$ cat src/rtl/hazard_scoreboard.sv
// ID-stage hazard scoreboard: per-register in-flight write counters drive stall/issue.
// Optional `SCOREBOARD_WB_BYPASS_EN lets a consumer issue in the cycle its last producer retires.
module hazard_scoreboard #(
   parameter int unsigned NREGS  = 32,
   parameter int unsigned ADDR_W = 5,
   parameter int unsigned CNT_W  = 2
) (
   input  logic              clk,
   input  logic              rst,
   input  logic              id_valid,
   input  logic [ADDR_W-1:0] id_rs1_addr,
   input  logic [ADDR_W-1:0] id_rs2_addr,
   input  logic              id_uses_rs1,
   input  logic              id_uses_rs2,
   input  logic [ADDR_W-1:0] id_rd_addr,
   input  logic              id_RegWrite,
   input  logic              flush,
   input  logic [ADDR_W-1:0] MEM_WB_rd_addr,
   input  logic              MEM_WB_RegWrite,
   output logic              stall,
   output logic              issue_fire,
   output logic [NREGS-1:0]  busy_vec,
   output logic              underflow_err
);

   localparam logic [CNT_W-1:0] CntMax = '1;

   logic [CNT_W-1:0] cnt_q [NREGS];
   logic [CNT_W-1:0] cnt_d [NREGS];
   logic             underflow_q, underflow_d;
   logic [NREGS-1:0] busy, rel, inc;
   logic             haz1, haz2, sat, retire_zero;

   // busy[0] is forced low, so x0 never hazards, saturates or releases.
   always_comb begin
      busy = '0;
      rel  = '0;
      inc  = '0;
      for (int r = 1; r < NREGS; r++) begin
         busy[r] = (cnt_q[r] != '0);
         rel[r]  = MEM_WB_RegWrite && (MEM_WB_rd_addr == ADDR_W'(r)) && (cnt_q[r] != '0);
         inc[r]  = issue_fire && id_RegWrite && (id_rd_addr == ADDR_W'(r));
      end
   end

`ifdef SCOREBOARD_WB_BYPASS_EN
   localparam logic [CNT_W-1:0] CntOne = CNT_W'(1);
   logic [CNT_W-1:0] cnt_rs1, cnt_rs2;
   assign cnt_rs1 = cnt_q[id_rs1_addr];
   assign cnt_rs2 = cnt_q[id_rs2_addr];
   // The last pending write retiring now is read from the write-first register file.
   assign haz1 = id_uses_rs1 && busy[id_rs1_addr] && !(rel[id_rs1_addr] && cnt_rs1 == CntOne);
   assign haz2 = id_uses_rs2 && busy[id_rs2_addr] && !(rel[id_rs2_addr] && cnt_rs2 == CntOne);
`else
   assign haz1 = id_uses_rs1 && busy[id_rs1_addr];
   assign haz2 = id_uses_rs2 && busy[id_rs2_addr];
`endif

   assign sat = id_RegWrite && busy[id_rd_addr] && (cnt_q[id_rd_addr] == CntMax)
                && !rel[id_rd_addr];

   assign stall      = id_valid && !flush && (haz1 || haz2 || sat);
   assign issue_fire = id_valid && !flush && !stall;

   assign retire_zero = MEM_WB_RegWrite && (MEM_WB_rd_addr != '0)
                        && (cnt_q[MEM_WB_rd_addr] == '0);

   always_comb begin
      for (int r = 0; r < NREGS; r++) begin
         cnt_d[r] = cnt_q[r];
         if (inc[r] && !rel[r]) begin
            cnt_d[r] = cnt_q[r] + 1'b1;
         end else if (!inc[r] && rel[r]) begin
            cnt_d[r] = cnt_q[r] - 1'b1;
         end
      end
      underflow_d = underflow_q || retire_zero;
   end

   always_ff @(posedge clk or posedge rst) begin
      if (rst) begin
         for (int r = 0; r < NREGS; r++) begin
            cnt_q[r] <= '0;
         end
         underflow_q <= 1'b0;
      end else begin
         for (int r = 0; r < NREGS; r++) begin
            cnt_q[r] <= cnt_d[r];
         end
         underflow_q <= underflow_d;
      end
   end

   assign busy_vec      = busy;
   assign underflow_err = underflow_q;

endmodule

$ cat config.mk
export PLATFORM = sky130hd
export DESIGN_NAME = hazard_scoreboard
export DESIGN_NICKNAME = d
export VERILOG_FILES = /design/src/rtl/hazard_scoreboard.sv
export SDC_FILE = /design/constraint.sdc
export NUM_CORES = 1
export LEC_CHECK = 0
export ABC_AREA = 1
export BUFFER_PORTS_ARGS = -buffer_cell sky130_fd_sc_hd__buf_2
export CORE_UTILIZATION = 25
export CTS_CLUSTER_DIAMETER = 120
export DETAILED_ROUTE_END_ITERATION = 16
export GPL_TIMING_DRIVEN = 0
export PLACE_DENSITY = 0.4
export SLEW_MARGIN = 20
export SYNTH_ARGS = -nofsm -noshare
export SYNTH_HDL_FRONTEND = slang
export SYNTH_SLANG_ARGS = --single-unit
$ cat constraint.sdc
create_clock -name clk -period 2.99 [get_ports clk]
set_input_delay 0.1495 -clock clk [delete_from_list [all_inputs] [get_ports clk]]
set_output_delay 0.1495 -clock clk [all_outputs]
set_load 0.05 [all_outputs]
==> impl_metrics.json <==
{
  "status": "completed",
  "endpoint_kind": "flop",
  "dp_hpwl_um": 19310,
  "vias": 6595,
  "rows": 56,
  "cp-start-kind": "input pin",
  "reg2reg_from": "cnt_q[0]",
  "drc": 0,
  "worst_clock_skew_ns": 0.01362,
  "crit_end": "cnt_q[17]",
  "critical-path-slowest-cell": "nor2_1",
  "final_antenna_net_count": 0,
  "timing.fmax_mhz": 359.6,
  "reg2reg_depth": 18,
  "core_mm2": 0.02354,
  "ys.flop_type": "dfrtp_1",
  "yosysMostFrequentCell": "nand2_1",
  "clockBufferDepth": 2,
  "finalSetupTns_ns": 0,
  "hp-class": "input pin to flop",
  "path_common_cell": "nor2_1",
  "syn_area_mm2": 0.006028,
  "nets": 1131,
  "cap_viol_max_count": 0,
  "syn_inst": 994,
  "maxSlewViolCount": 0,
  "io_pins": 63,
  "synth.top_cell.area_share": 0.2615,
  "grt_pass1_wl_um": 37560,
  "setup_slack_ns": 0.2092,
  "first_pass_iters": 7,
  "start_util": 0.2561,
  "drt-total-wl_um": 24820,
  "r2r-end": "cnt_q[25]",
  "syn-num-nets": 1053,
  "port_buffers": 56,
  "synth_top_cell_by_area": "dfrtp_1",
  "multiInputGateArea_mm2": 0.004006,
  "path_buf_inv": 5,
  "p_total_mw": 6.082,
  "clkTransAtPathRegs_ns": 0.06,
  "grt_pass1_vias": 6189,
  "path_max_fanout": 10,
  "grt_max_degree": 42,
  "regArea_mm2": 0.001582,
  "clock_latency_ns": 0.35,
  "yosys-top-cells-area": "dfrtp_1, nand2_1, nor2_1, nand3_1, inv_1",
  "leakage_nw": 3.579,
  "dieArea_mm2": 0.02474,
  "antenna_found_initial": 0,
  "path_depth": 19,
  "utilization": 0.3111,
  "cts_made_buffers": 9,
  "die_w_um": 157.3,
  "grt_overflow": 0,
  "crit_type": "input pin to flop",
  "gp_congestion": 0.8868,
  "r2r_setup_slack_ns": 0.22,
  "ys_ff_latch": 63,
  "fill_cells": 2748,
  "clockRootBuffer": "clkbuf_16",
  "critical_path_arrival_ns": 3.00,
  "yosysUniqueCellTypes": 28,
  "worst_slew_pin_slew_ns": 0.7560,
  "synthTopCellsByCount": "nand2_1, nor2_1, inv_1, nand3_1, dfrtp_1",
  "setup_violations": 0,
  "crit_start": "id_rd_addr[0]",
  "area_growth_syn_to_layout_pct": 21.50,
  "async_flop_share": 1.000,
  "layout-drive-gt1-share": 0.1383,
  "required_ns": 3.21,
  "cts-htree-levels": 3,
  "path_cells": "buf_2 -> buf_6 -> nand2_1 -> buf_2 -> nor2_1 -> a21oi_1 -> nand4_1 -> nor2_1 -> nand2_1 -> nor2_2 -> nor2_1 -> nand4_1 -> buf_6 -> buf_12 -> nor2_1 -> ha_1 -> a21oi_1 -> o21ai_0 -> xor2_1",
  "cts_tree": "done",
  "seq_area_frac_synth": 0.2615,
  "timing.critical_path.max_delay_family": "simple AND/OR/NAND/NOR gates",
  "p_per_area_mw_per_mm2": 830.3,
  "fin_crit_sh": 0.9300,
  "antenna_cells": 0,
  "max-vdd-ir-drop_uv": 422.3,
  "grt_usage": 0.2085,
  "cts.sinks": 63,
  "syn_area_per_cell_um2": 6.065,
  "die_h_um": 157.3,
  "synth_edf_count": 0,
  "wl_per_cell_um": 17.78,
  "yosysWarnings": 0,
  "post-place-ws_ns": -0.5598,
  "hold_viol_final": 0,
  "period_minus_slack_ns": 2.781,
  "max_stage_delay_ns": 0.42,
  "relSlewSlack": 0.4941,
  "drtIter0Drc": 615,
  "viasPerCell": 4.724
}
-- area by class of cell --
class | instances | share of cell area
plain buffers | 32 | 0.02733
clock buffers | 12 | 0.03365
clock inverters | 4 | 0.006150
inverters | 120 | 0.06184
multi-input cells | 779 | 0.5470
flip-flops and latches | 63 | 0.2159
well taps | 319 | 0.05449
repair buffers | 67 | 0.05364
-- logic make-up (layout without fill, tap and decap cells) --
family                   count (synthesis)  in the layout  share of synthesized area
AO/OA/AOI/OAI                           98             98                    0.08593
XOR/XNOR                                62             62                    0.09008
adder cells (fa/ha/maj)                 31             31                    0.06434
buffers and inverters                  152            235                     0.1009
flip-flops                              63             63                     0.2615
other                                    1              1                  0.0006221
AND/OR/NAND/NOR                        587            587                     0.3966
-- cell usage in the layout (no fill, tap or decap), types with 3 or more instances in the layout --
cell / n
xnor2_1: 31
clkbuf_2: 3
nand3_1: 116
clkbuf_16: 9
buf_2: 67
a21oi_1: 42
buf_6: 4
o22ai_1: 3
clkbuf_1: 12
buf_4: 10
nor2_1: 153
nand4_1: 9
o21ai_0: 44
clkinv_2: 3
nor2_4: 14
dfrtp_1: 59
inv_1: 113
nand2_1: 269
o211ai_1: 3
inv_2: 5
nand2_4: 3
xor2_1: 31
ha_1: 31
nand2_2: 10
nor2_2: 10
dfrtp_2: 4
-- per-stage QoR --
| step | hold WS [ns] | cell area (um2) | cells |
|---|---|---|---|
| final | 0.2240 | 7325 | 1396 |
| after global routing | 0.2472 | 7325 | 1396 |
| after CTS | 0.2106 | 7076 | 1387 |
| after detailed placement | 0.1579 | 6738 | 1370 |
| after global placement | 0.4589 | 6708 | 1369 |
| after floorplan | 0.3883 | 6028 | 994 |
-- worst min path at each step --
stage / startpoint / to / slack (ns) / cells after the start
final: MEM_WB_RegWrite / underflow_err / 0.22 / 4
after global routing: MEM_WB_RegWrite / underflow_err / 0.25 / 4
after CTS: MEM_WB_RegWrite / underflow_err / 0.21 / 4
after detailed placement: rst / cnt_q[5] / 0.16 / 2
after global placement: cnt_q[22] / cnt_q[22] / 0.46 / 1
after floorplan: MEM_WB_RegWrite / underflow_err / 0.39 / 3
-- registers in the layout, summed over array words and instances (netlist names) --
signal	cells
cnt_q	62
underflow_err	1
-- where the power goes --
| group | switching [mW] | total (mW) | internal, mW |
|---|---|---|---|
| Sequential | 0.456 | 1.74 | 1.28 |
| Combinational | 2.33 | 3.26 | 0.930 |
| Clock | 0.423 | 1.09 | 0.665 |
| Total | 3.21 | 6.08 | 2.88 |
-- per-layer routing --
layer,vias to the layer above,wire (um),global-route usage
li1,3307,-,-
met4,0,219,0.03791
met2,176,11350,0.3411
met5,-,0,0
met3,13,1301,0.02643
met1,3099,11940,0.2931
-- timing repair --
action                                  CTS  global route
endpoints found under the hold margin    22             0
setup buffers                             0             8
endpoints found under the setup margin   60            30
gates cloned                              0             1
gates resized for setup                  16            63
hold buffers                              1             0
pin swaps                                 0             4
-- tightest hold or removal path: stages --
cell and delay, ns:
buf_2 0.13, o21ai_0 0.09, nand2_1 0.06, a21o_1 0.11
(Power assumes the default switching activity.)
